===== config.mk =====
export PLATFORM = sky130hd
export DESIGN_NAME = pll_lock_monitor
export DESIGN_NICKNAME = d
export VERILOG_FILES = /design/src/rtl/pll_lock_monitor_pkg.sv /design/src/rtl/pll_lock_monitor_sync2.sv /design/src/rtl/pll_lock_monitor.sv
export SDC_FILE = /design/constraint.sdc
export NUM_CORES = 1
export LEC_CHECK = 0
export ABC_AREA = 0
export CORE_MARGIN = 1
export CORE_UTILIZATION = 50
export DETAILED_ROUTE_END_ITERATION = 8
export HOLD_SLACK_MARGIN = 0.02
export PLACE_DENSITY = 0.72
export RECOVER_POWER = 100
export SLEW_MARGIN = 30
export SYNTH_ARGS = -nofsm -noshare
export SYNTH_HDL_FRONTEND = slang
export SYNTH_SLANG_ARGS = --single-unit

===== constraint.sdc =====
create_clock -name clk -period 1.9 [get_ports clk]
set_input_delay 0.19 -clock clk [delete_from_list [all_inputs] [get_ports clk]]
set_output_delay 0.19 -clock clk [all_outputs]
set_load 0.03 [all_outputs]

===== src/rtl/pll_lock_monitor_pkg.sv =====
// Shared definitions for the PLL lock monitor: FSM state encoding and state width.
package pll_mon_pkg;

    localparam int STATE_W = 2;

    typedef enum logic [STATE_W-1:0] {
        ST_WAIT_LOCK = 2'd0,
        ST_STABILIZE = 2'd1,
        ST_RUN       = 2'd2,
        ST_HOLD      = 2'd3
    } state_e;

endpackage


===== src/rtl/pll_lock_monitor_sync2.sv =====
// Two-flop synchronizer for a single asynchronous level signal; resets to 0.
module sync2 (
    input  logic clk,
    input  logic rst_n,
    input  logic d_i,
    output logic q_o
);

    logic meta_q;
    logic sync_q;

    // Shift the asynchronous input through two flops to resolve metastability.
    always_ff @(posedge clk or negedge rst_n) begin
        if (!rst_n) begin
            meta_q <= 1'b0;
            sync_q <= 1'b0;
        end else begin
            meta_q <= d_i;
            sync_q <= meta_q;
        end
    end

    assign q_o = sync_q;

endmodule


===== src/rtl/pll_lock_monitor.sv =====
// PLL lock supervisor on the reference clock: synchronizes LOCK, qualifies it for
// STABLE_CYCLES, forces downstream reset on loss of lock and counts loss events.
// Optional feature macro: PLL_LOCK_TIMEOUT_EN adds a lock-acquisition timeout that
// pulses pll_resetb low for HOLD_CYCLES and sets the sticky timeout_err flag.
module pll_lock_monitor
    import pll_mon_pkg::*;
#(
    parameter int STABLE_CYCLES  = 1200,
    parameter int HOLD_CYCLES    = 16,
    parameter int CNT_W          = 8,
    parameter int TIMEOUT_CYCLES = 120000
) (
    input  logic               clk,
    input  logic               nrst,
    input  logic               pll_locked_async,
    input  logic               clr,
    output logic               sys_rst_n,
    output logic               ready,
    output logic [STATE_W-1:0] state,
    output logic [CNT_W-1:0]   loss_count,
    output logic               loss_err,
    output logic               pll_resetb,
    output logic               timeout_err
);

    localparam int MAX_SH = (STABLE_CYCLES > HOLD_CYCLES) ? STABLE_CYCLES : HOLD_CYCLES;
    localparam int MAX_C  = (MAX_SH > TIMEOUT_CYCLES) ? MAX_SH : TIMEOUT_CYCLES;
    localparam int CTR_W  = $clog2(MAX_C + 1);

    localparam logic [CTR_W-1:0] STABLE_LAST = CTR_W'(STABLE_CYCLES - 1);
    localparam logic [CTR_W-1:0] HOLD_LAST   = CTR_W'(HOLD_CYCLES - 1);

    logic             locked_s;
    state_e           state_q, state_d;
    logic [CTR_W-1:0] ctr_q, ctr_d;
    logic [CNT_W-1:0] loss_count_q, loss_count_d;
    logic             loss_err_q, loss_err_d;
    logic             sys_rst_n_q, ready_q;

    sync2 u_sync (
        .clk   (clk),
        .rst_n (nrst),
        .d_i   (pll_locked_async),
        .q_o   (locked_s)
    );

`ifdef PLL_LOCK_TIMEOUT_EN
    localparam logic [CTR_W-1:0] TMO_LAST = CTR_W'(TIMEOUT_CYCLES - 1);

    logic [CTR_W-1:0] tmo_q, tmo_d;
    logic             pll_resetb_q, pll_resetb_d;
    logic             timeout_err_q, timeout_err_d;
`endif

    // Next-state decode, loss statistics and (optionally) the acquisition timeout.
    always_comb begin
        state_d      = state_q;
        ctr_d        = ctr_q;
        loss_count_d = clr ? '0 : loss_count_q;
        loss_err_d   = clr ? 1'b0 : loss_err_q;

        case (state_q)
            ST_WAIT_LOCK: begin
                if (locked_s) begin
                    state_d = ST_STABILIZE;
                    ctr_d   = '0;
                end
            end
            ST_STABILIZE: begin
                if (!locked_s) begin
                    state_d = ST_WAIT_LOCK;
                end else begin
                    ctr_d = ctr_q + CTR_W'(1);
                    if (ctr_q == STABLE_LAST) state_d = ST_RUN;
                end
            end
            ST_RUN: begin
                if (!locked_s) begin
                    state_d    = ST_HOLD;
                    ctr_d      = '0;
                    // A loss event overrides a coincident clear so it is never dropped.
                    loss_err_d = 1'b1;
                    if (loss_count_d != '1) loss_count_d = loss_count_d + CNT_W'(1);
                end
            end
            default: begin
                ctr_d = ctr_q + CTR_W'(1);
                if (ctr_q == HOLD_LAST) state_d = ST_WAIT_LOCK;
            end
        endcase

`ifdef PLL_LOCK_TIMEOUT_EN
        tmo_d         = tmo_q;
        timeout_err_d = clr ? 1'b0 : timeout_err_q;
        // pll_resetb stays low only while remaining in a timeout-initiated HOLD.
        pll_resetb_d  = (state_q == ST_HOLD && state_d == ST_HOLD) ? pll_resetb_q : 1'b1;

        if (state_q == ST_WAIT_LOCK || state_q == ST_STABILIZE) begin
            // Timeout wins over a same-cycle qualification into RUN.
            if (tmo_q == TMO_LAST) begin
                state_d       = ST_HOLD;
                ctr_d         = '0;
                timeout_err_d = 1'b1;
                pll_resetb_d  = 1'b0;
            end else begin
                tmo_d = tmo_q + CTR_W'(1);
            end
        end else if (state_q == ST_HOLD && state_d == ST_WAIT_LOCK) begin
            // Only a completed HOLD restarts the budget; chattering lock keeps accumulating.
            tmo_d = '0;
        end
`endif
    end

    // State, counter and registered output flops.
    always_ff @(posedge clk or negedge nrst) begin
        if (!nrst) begin
            state_q      <= ST_WAIT_LOCK;
            ctr_q        <= '0;
            loss_count_q <= '0;
            loss_err_q   <= 1'b0;
            sys_rst_n_q  <= 1'b0;
            ready_q      <= 1'b0;
        end else begin
            state_q      <= state_d;
            ctr_q        <= ctr_d;
            loss_count_q <= loss_count_d;
            loss_err_q   <= loss_err_d;
            sys_rst_n_q  <= (state_d == ST_RUN);
            ready_q      <= (state_d == ST_RUN);
        end
    end

`ifdef PLL_LOCK_TIMEOUT_EN
    // Timeout counter, PLL reset drive and sticky timeout flag.
    always_ff @(posedge clk or negedge nrst) begin
        if (!nrst) begin
            tmo_q         <= '0;
            pll_resetb_q  <= 1'b1;
            timeout_err_q <= 1'b0;
        end else begin
            tmo_q         <= tmo_d;
            pll_resetb_q  <= pll_resetb_d;
            timeout_err_q <= timeout_err_d;
        end
    end

    assign pll_resetb  = pll_resetb_q;
    assign timeout_err = timeout_err_q;
`else
    assign pll_resetb  = 1'b1;
    assign timeout_err = 1'b0;
`endif

    assign state      = state_q;
    assign sys_rst_n  = sys_rst_n_q;
    assign ready      = ready_q;
    assign loss_count = loss_count_q;
    assign loss_err   = loss_err_q;

endmodule


### Yosys cells after proc, flatten, opt, wreduce, memory -nomap -nowiden

Cells that the tools add are included.

* input bits: 4
* output and inout port bits: 15
* register bits after elaboration: 31
* logic and storage cells: 37

* $add $sub $neg: 2
* eq/ne operators: 9
* reduce and logical (&&, ||, !) cells: 2
* mux-type cells: 17

Operators with widths (count)
* $mux 17: 3
* $pmux 17 s3: 1
* $mux 8: 4
* $add 17x1->17 const B: 1
* $eq 17x11->1 const B: 1
* $eq 17x4->1 const B: 1
* $mux 2: 5
* $add 8x1->8 const B: 1
* $ne 8x8->1 const B: 1
* $pmux 2 s3: 1
* $eq 2x2->1 const B: 2
* $ne 2x1->1 const B: 2
* $mux 1: 3
* $reduce_and 3->1: 1
* $eq 2x1->1 const B: 1
* $logic_not 2->1: 1
* $ne 2x2->1 const B: 1

### Depth between registers and ports, before layout

* depth in word-level cells: 5
* depth in mapped cells: 7
* depth with buffers taken out: 6

### Hierarchy

Synthesis repeated with hierarchy kept, for this count alone.

* cells, all modules: 180
* area total of the unflattened synthesis: 1724.2 um2

Modules (own cells, without submodules)
* pll_lock_monitor: instances 1, area each 1674.1 um2, sequential area each 725.7 um2, cells each 178
* sync2: instances 1, area each 50.0 um2, sequential area each 50.0 um2, cells each 2

### Worst setup path after synthesis

Ideal clock, no wire load.

* path type: register to register
* start: register state_q[1], in the netlist state[1]
* end: register ctr_q[15]
* period minus slack after synthesis: 2.040 ns
* data required time: 1.820 ns
* slack: -0.140 ns
* data arrival time: 1.961 ns
* library setup time: 0.080 ns
* buffers on the path: 2
* stages on the path, launching flop included: 7
* path through: dfrtp_1 -> buf_2 -> o211ai_1 -> or4b_1 -> buf_2 -> or4_1 -> a21oi_1

* cells in the longest elaborated chain, start to end: 3
* elaborated cells on any way between the ends: 8
* classes of those cells: eq/ne: 5; mux: 1; reduce/logical: 2

RTL lines
* from (decl): RTL line pll_lock_monitor.sv:34 `state_e state_q, state_d;`
* from (signal assigned): RTL line pll_lock_monitor.sv:125 `state_q <= state_d;`
* $eq 2x1->1 (tied with other cells): RTL line pll_lock_monitor.sv:62 `case (state_q)`
* $ne 2x1->1 (no source line) or $ne 2x2->1 (tied branches)
* $reduce_and 3->1 (no source line)
* to (signal assigned): RTL line pll_lock_monitor.sv:126 `ctr_q <= ctr_d;`
* to (decl): RTL line pll_lock_monitor.sv:35 `logic [CTR_W-1:0] ctr_q, ctr_d;`

Several ways; a longest one is shown, not always the timed one.
A chain may end at the register's enable or synchronous reset.

### Worst setup path in the final report

* start: register loss_count_q[0], in the netlist loss_count[0]
* end: register loss_count_q[1], in the netlist loss_count[1]

* cells in the longest elaborated chain, start to end: 5
* elaborated cells on any way between the ends: 6
* classes of those cells: add/sub: 1; eq/ne: 1; mux: 4

RTL lines
* from (decl): RTL line pll_lock_monitor.sv:36 `logic [CNT_W-1:0] loss_count_q, loss_count_d;`
* from (signal assigned): RTL line pll_lock_monitor.sv:127 `loss_count_q <= loss_count_d;`
* $mux 8 *: RTL line pll_lock_monitor.sv:59 `loss_count_d = clr ? '0 : loss_count_q;`
* $add 8x1->8 or $ne 8x8->1 (tied branches): RTL line pll_lock_monitor.sv:83 `if (loss_count_d != '1) loss_count_d = loss_count_d + CNT_W'(1);`
* $mux 8 *: RTL line pll_lock_monitor.sv:83
* $mux 8 *: RTL line pll_lock_monitor.sv:78 `if (!locked_s) begin`
* $mux 8 *: RTL line pll_lock_monitor.sv:62
* net loss_count_d[1]: RTL line pll_lock_monitor.sv:36

Mark *: on every way through the listed nets, which the timed path passes. The rest lies on a longest branch.

==> impl_metrics.yaml <==
critical_path:
  cp.arrival_ps: 2030
  cp-start-kind: "flip-flop"
  cp_max_fo: 4
  crit_type: "reg2reg"
  rr_endpoint: "loss_count[1]$_DFF_PN0_"
  cp.required_ps: 2120
  r2r_slack_ps: 100
  worstSetupStartpoint: "loss_count[0]$_DFF_PN0_"
  endpoint: "loss_count[1]$_DFF_PN0_"
  r2r-start: "loss_count[0]$_DFF_PN0_"
  end_kind: "flip-flop"
  r2r_cells: 6
power:
  p_sw_share_pct: 25.3
  p_comb_share_pct: 11.7
  p_sw_w: 0.000328
  power_density_nw_per_um2: 602
  clockPowerShare_pct: 34.4
  p_int_w: 0.000965
  p_leak_nw: 0.915
  p_seq_share_pct: 53.9
  peakVddDrop_mv: 0.412
cts:
  clock_sinks: 31
  cts.clk_slew.worst_paths_ps: 90
  numCtsBuffers: 5
  root_buffer: "clkbuf_4"
  cts_tree: "built"
  clockBufferDepth: 2
  worstSkewPairLatency_ps: 340
  cts_max_level: 2
yosys:
  synth_area_per_cell_sq_um: 9.25
  yosysSeqAreaShare_pct: 43.9
  synth.area.top_cells: "dfrtp_1 (44%), a21oi_1 (4.0%), nand2_1 (3.4%)"
  ys_ff_latch: 31
  synth_commonest_cells: "dfrtp_1 (31), nand2_1 (16), a21oi_1 (14), o21ai_0 (9)"
  synth_top_area_cell: "dfrtp_1"
  yosys.area.top_type_share_pct: 43.9
  syn-instance-count: 191
  synth_cell_types: 51
  synth-edff-count: 0
  synth.yosys.warnings: 0
  syn_nets: 197
  synth_flop_cell: "dfrtp_1"
  syn_area_sq_um: 1770
  yosysMostFrequentCell: "dfrtp_1"
  ys_async_sr_fraction_pct: 100
sta:
  setup_violations: 0
  skew_ps: 10.6
  whs_ps: 367
  fin_crit_sh_pct: 95.0
  max_freq_mhz: 554
  slew-limit-headroom_pct: 50.6
  final.min_clock_period_ps: 1800
  setup_tns_ps: 0
  finalHoldViolations: 0
  tightest_slew_ps: 741
  grt_setup_unrepaired: "false"
  maxSlewViolCount: 0
flow_run:
  drv_cap: 0
final_layout:
  final_nets: 227
  final_area_sq_um: 2150
  n_fill_cell: 302
  areaGrowthSynthToFinish_pct: 21.5
  diodes: 0
  drive_above_1_share_pct: 17.6
  finish.utilization_pct: 63.8
drt:
  first_pass_iters: 4
  wl_per_cell_microns: 14.8
  postRouteWirelength_microns: 3960
  vias_per_cell: 6.01
  route.detailed.drc: 0
  first_iter_violations: 119
  ant_nets: 0
  vias: 1612
die:
  row_count: 21
  die_x_microns: 61.4
  die_h_microns: 61.4
  start_util_pct: 52.5
  core-area_sq_um: 3360
  dieArea_sq_um: 3770
  io_pins: 19
min_path:
  min_path_type: "reg2reg"
placed_design:
  hpwl_microns: 2870
  gp_congestion: 0.809
  port_buffers: 16
  place_area_sq_um: 2070
global_routing:
  antenna_found_initial: 0
  grt_max_degree: 32
  grt_usage_pct: 23.4
  grt_overflow: 0
  grt_pass1_vias: 1404
  grt_pass1_wl_microns: 6320
outcome:
  status: "finished, final reports clean"
==> cell usage in the layout, fill, tap and decap left out, types with 2 or more instances in the layout <==
cell type	count
a21oi_1	14
a22oi_1	2
and3_1	2
buf_4	18
clkbuf_1	3
clkbuf_4	5
clkbuf_8	2
clkdlybuf4s50_1	2
conb_1	2
dfrtp_1	27
dfrtp_2	4
dlygate4sd3_1	13
inv_1	7
mux2i_1	3
nand2_1	16
nand2b_1	2
nand3_1	6
nand3b_1	3
nand4_1	6
nor2_1	7
nor2b_1	6
nor2b_2	2
nor3_1	2
nor4_1	3
o21ai_0	9
o221ai_1	2
o31ai_1	8
or3_1	5
or3b_2	2
or4_1	6
xnor2_1	5
==> power by group through the flow <==
| stage | sequential (W) | clock, W | combinational [W] |
|---|---|---|---|
| after floorplan | 0.000716 | 0 | 0.0000786 |
| after global placement | 0.000708 | 0 | 0.000146 |
| after detailed placement | 0.000709 | 0 | 0.000155 |
| after CTS | 0.000697 | 0.000454 | 0.000154 |
| after global routing | 0.000699 | 0.000481 | 0.000171 |
| final | 0.000697 | 0.000445 | 0.000151 |
==> kinds of logic (layout without fill, tap and decap cells) <==
group / count (synthesis) / after routing / share of synthesized area [%]
xor gates and xnor gates: 6 / 6 / 2.97
adders and majority gates: 2 / 2 / 1.42
and+or+nand+nor: 78 / 78 / 25.9
DFF: 31 / 31 / 43.9
muxes: 4 / 4 / 2.34
buffers and inverters: 21 / 52 / 5.38
AOI/OAI and AO/OA: 47 / 47 / 17.6
other: 2 / 2 / 0.425
==> through the flow <==
stage	std cells	setup WS [ps]	power (W)
floorplan	191	-14.1	0.000794
global placement	259	-123	0.000854
detailed placement	259	-231	0.000864
CTS	267	7.91	0.00131
global route	268	3.59	0.00135
finish	268	95.7	0.00129
==> area by class of cell <==
cell class | count | area, sq um | area share (%)
clock buffers | 8 | 68.8 | 3.21
repair buffers | 36 | 298 | 13.9
multi-input cells | 139 | 912 | 42.5
well taps | 46 | 57.6 | 2.68
flip-flops and latches | 31 | 781 | 36.4
inverters | 8 | 30.0 | 1.40
==> timing repair <==
action	4_1_cts	5_1_grt
hold buffers	0	0
endpoints found under the setup margin	0	8
buffers inserted	0	1
resized for setup	0	7
==> per-layer routing <==
metal  global-route usage, %  up-vias  wire length [microns]
met4                    8.57        0                     54
li1                        -      762                      -
met2                    38.8       48                   2000
met3                    5.04        5                    213
met5                       0        -                      0
met1                    30.1      797                   1690
==> worst min path at each step <==
stage                                  startpoint               endpoint  slack [ps]  cells past startpoint
after floorplan                              nrst   ctr_q[0]$_DFFE_PN0P_        -110                      0
after global placement    u_sync.meta_q$_DFF_PN0_   u_sync.q_o$_DFF_PN0_         340                      0
after detailed placement  u_sync.meta_q$_DFF_PN0_   u_sync.q_o$_DFF_PN0_         350                      0
after CTS                                    nrst  ctr_q[13]$_DFFE_PN0P_         230                      2
after global routing      u_sync.meta_q$_DFF_PN0_   u_sync.q_o$_DFF_PN0_         380                      0
final                     u_sync.meta_q$_DFF_PN0_   u_sync.q_o$_DFF_PN0_         370                      0
==> worst max-delay path: stages (launching register included) <==
cell	delay, ps
dfrtp_2	380
nor2b_2	170
ha_2	220
nand3b_1	100
or3_4	390
nand2_1	100
mux2_2	330
==> flip-flops by register name (all words and copies together) (netlist names) <==
name / flops
loss_count: 8
state: 2
ctr_q: 17
u_sync.meta_q: 1
u_sync.q_o: 1
ready: 1
loss_err: 1
(Power assumes the default switching activity.)
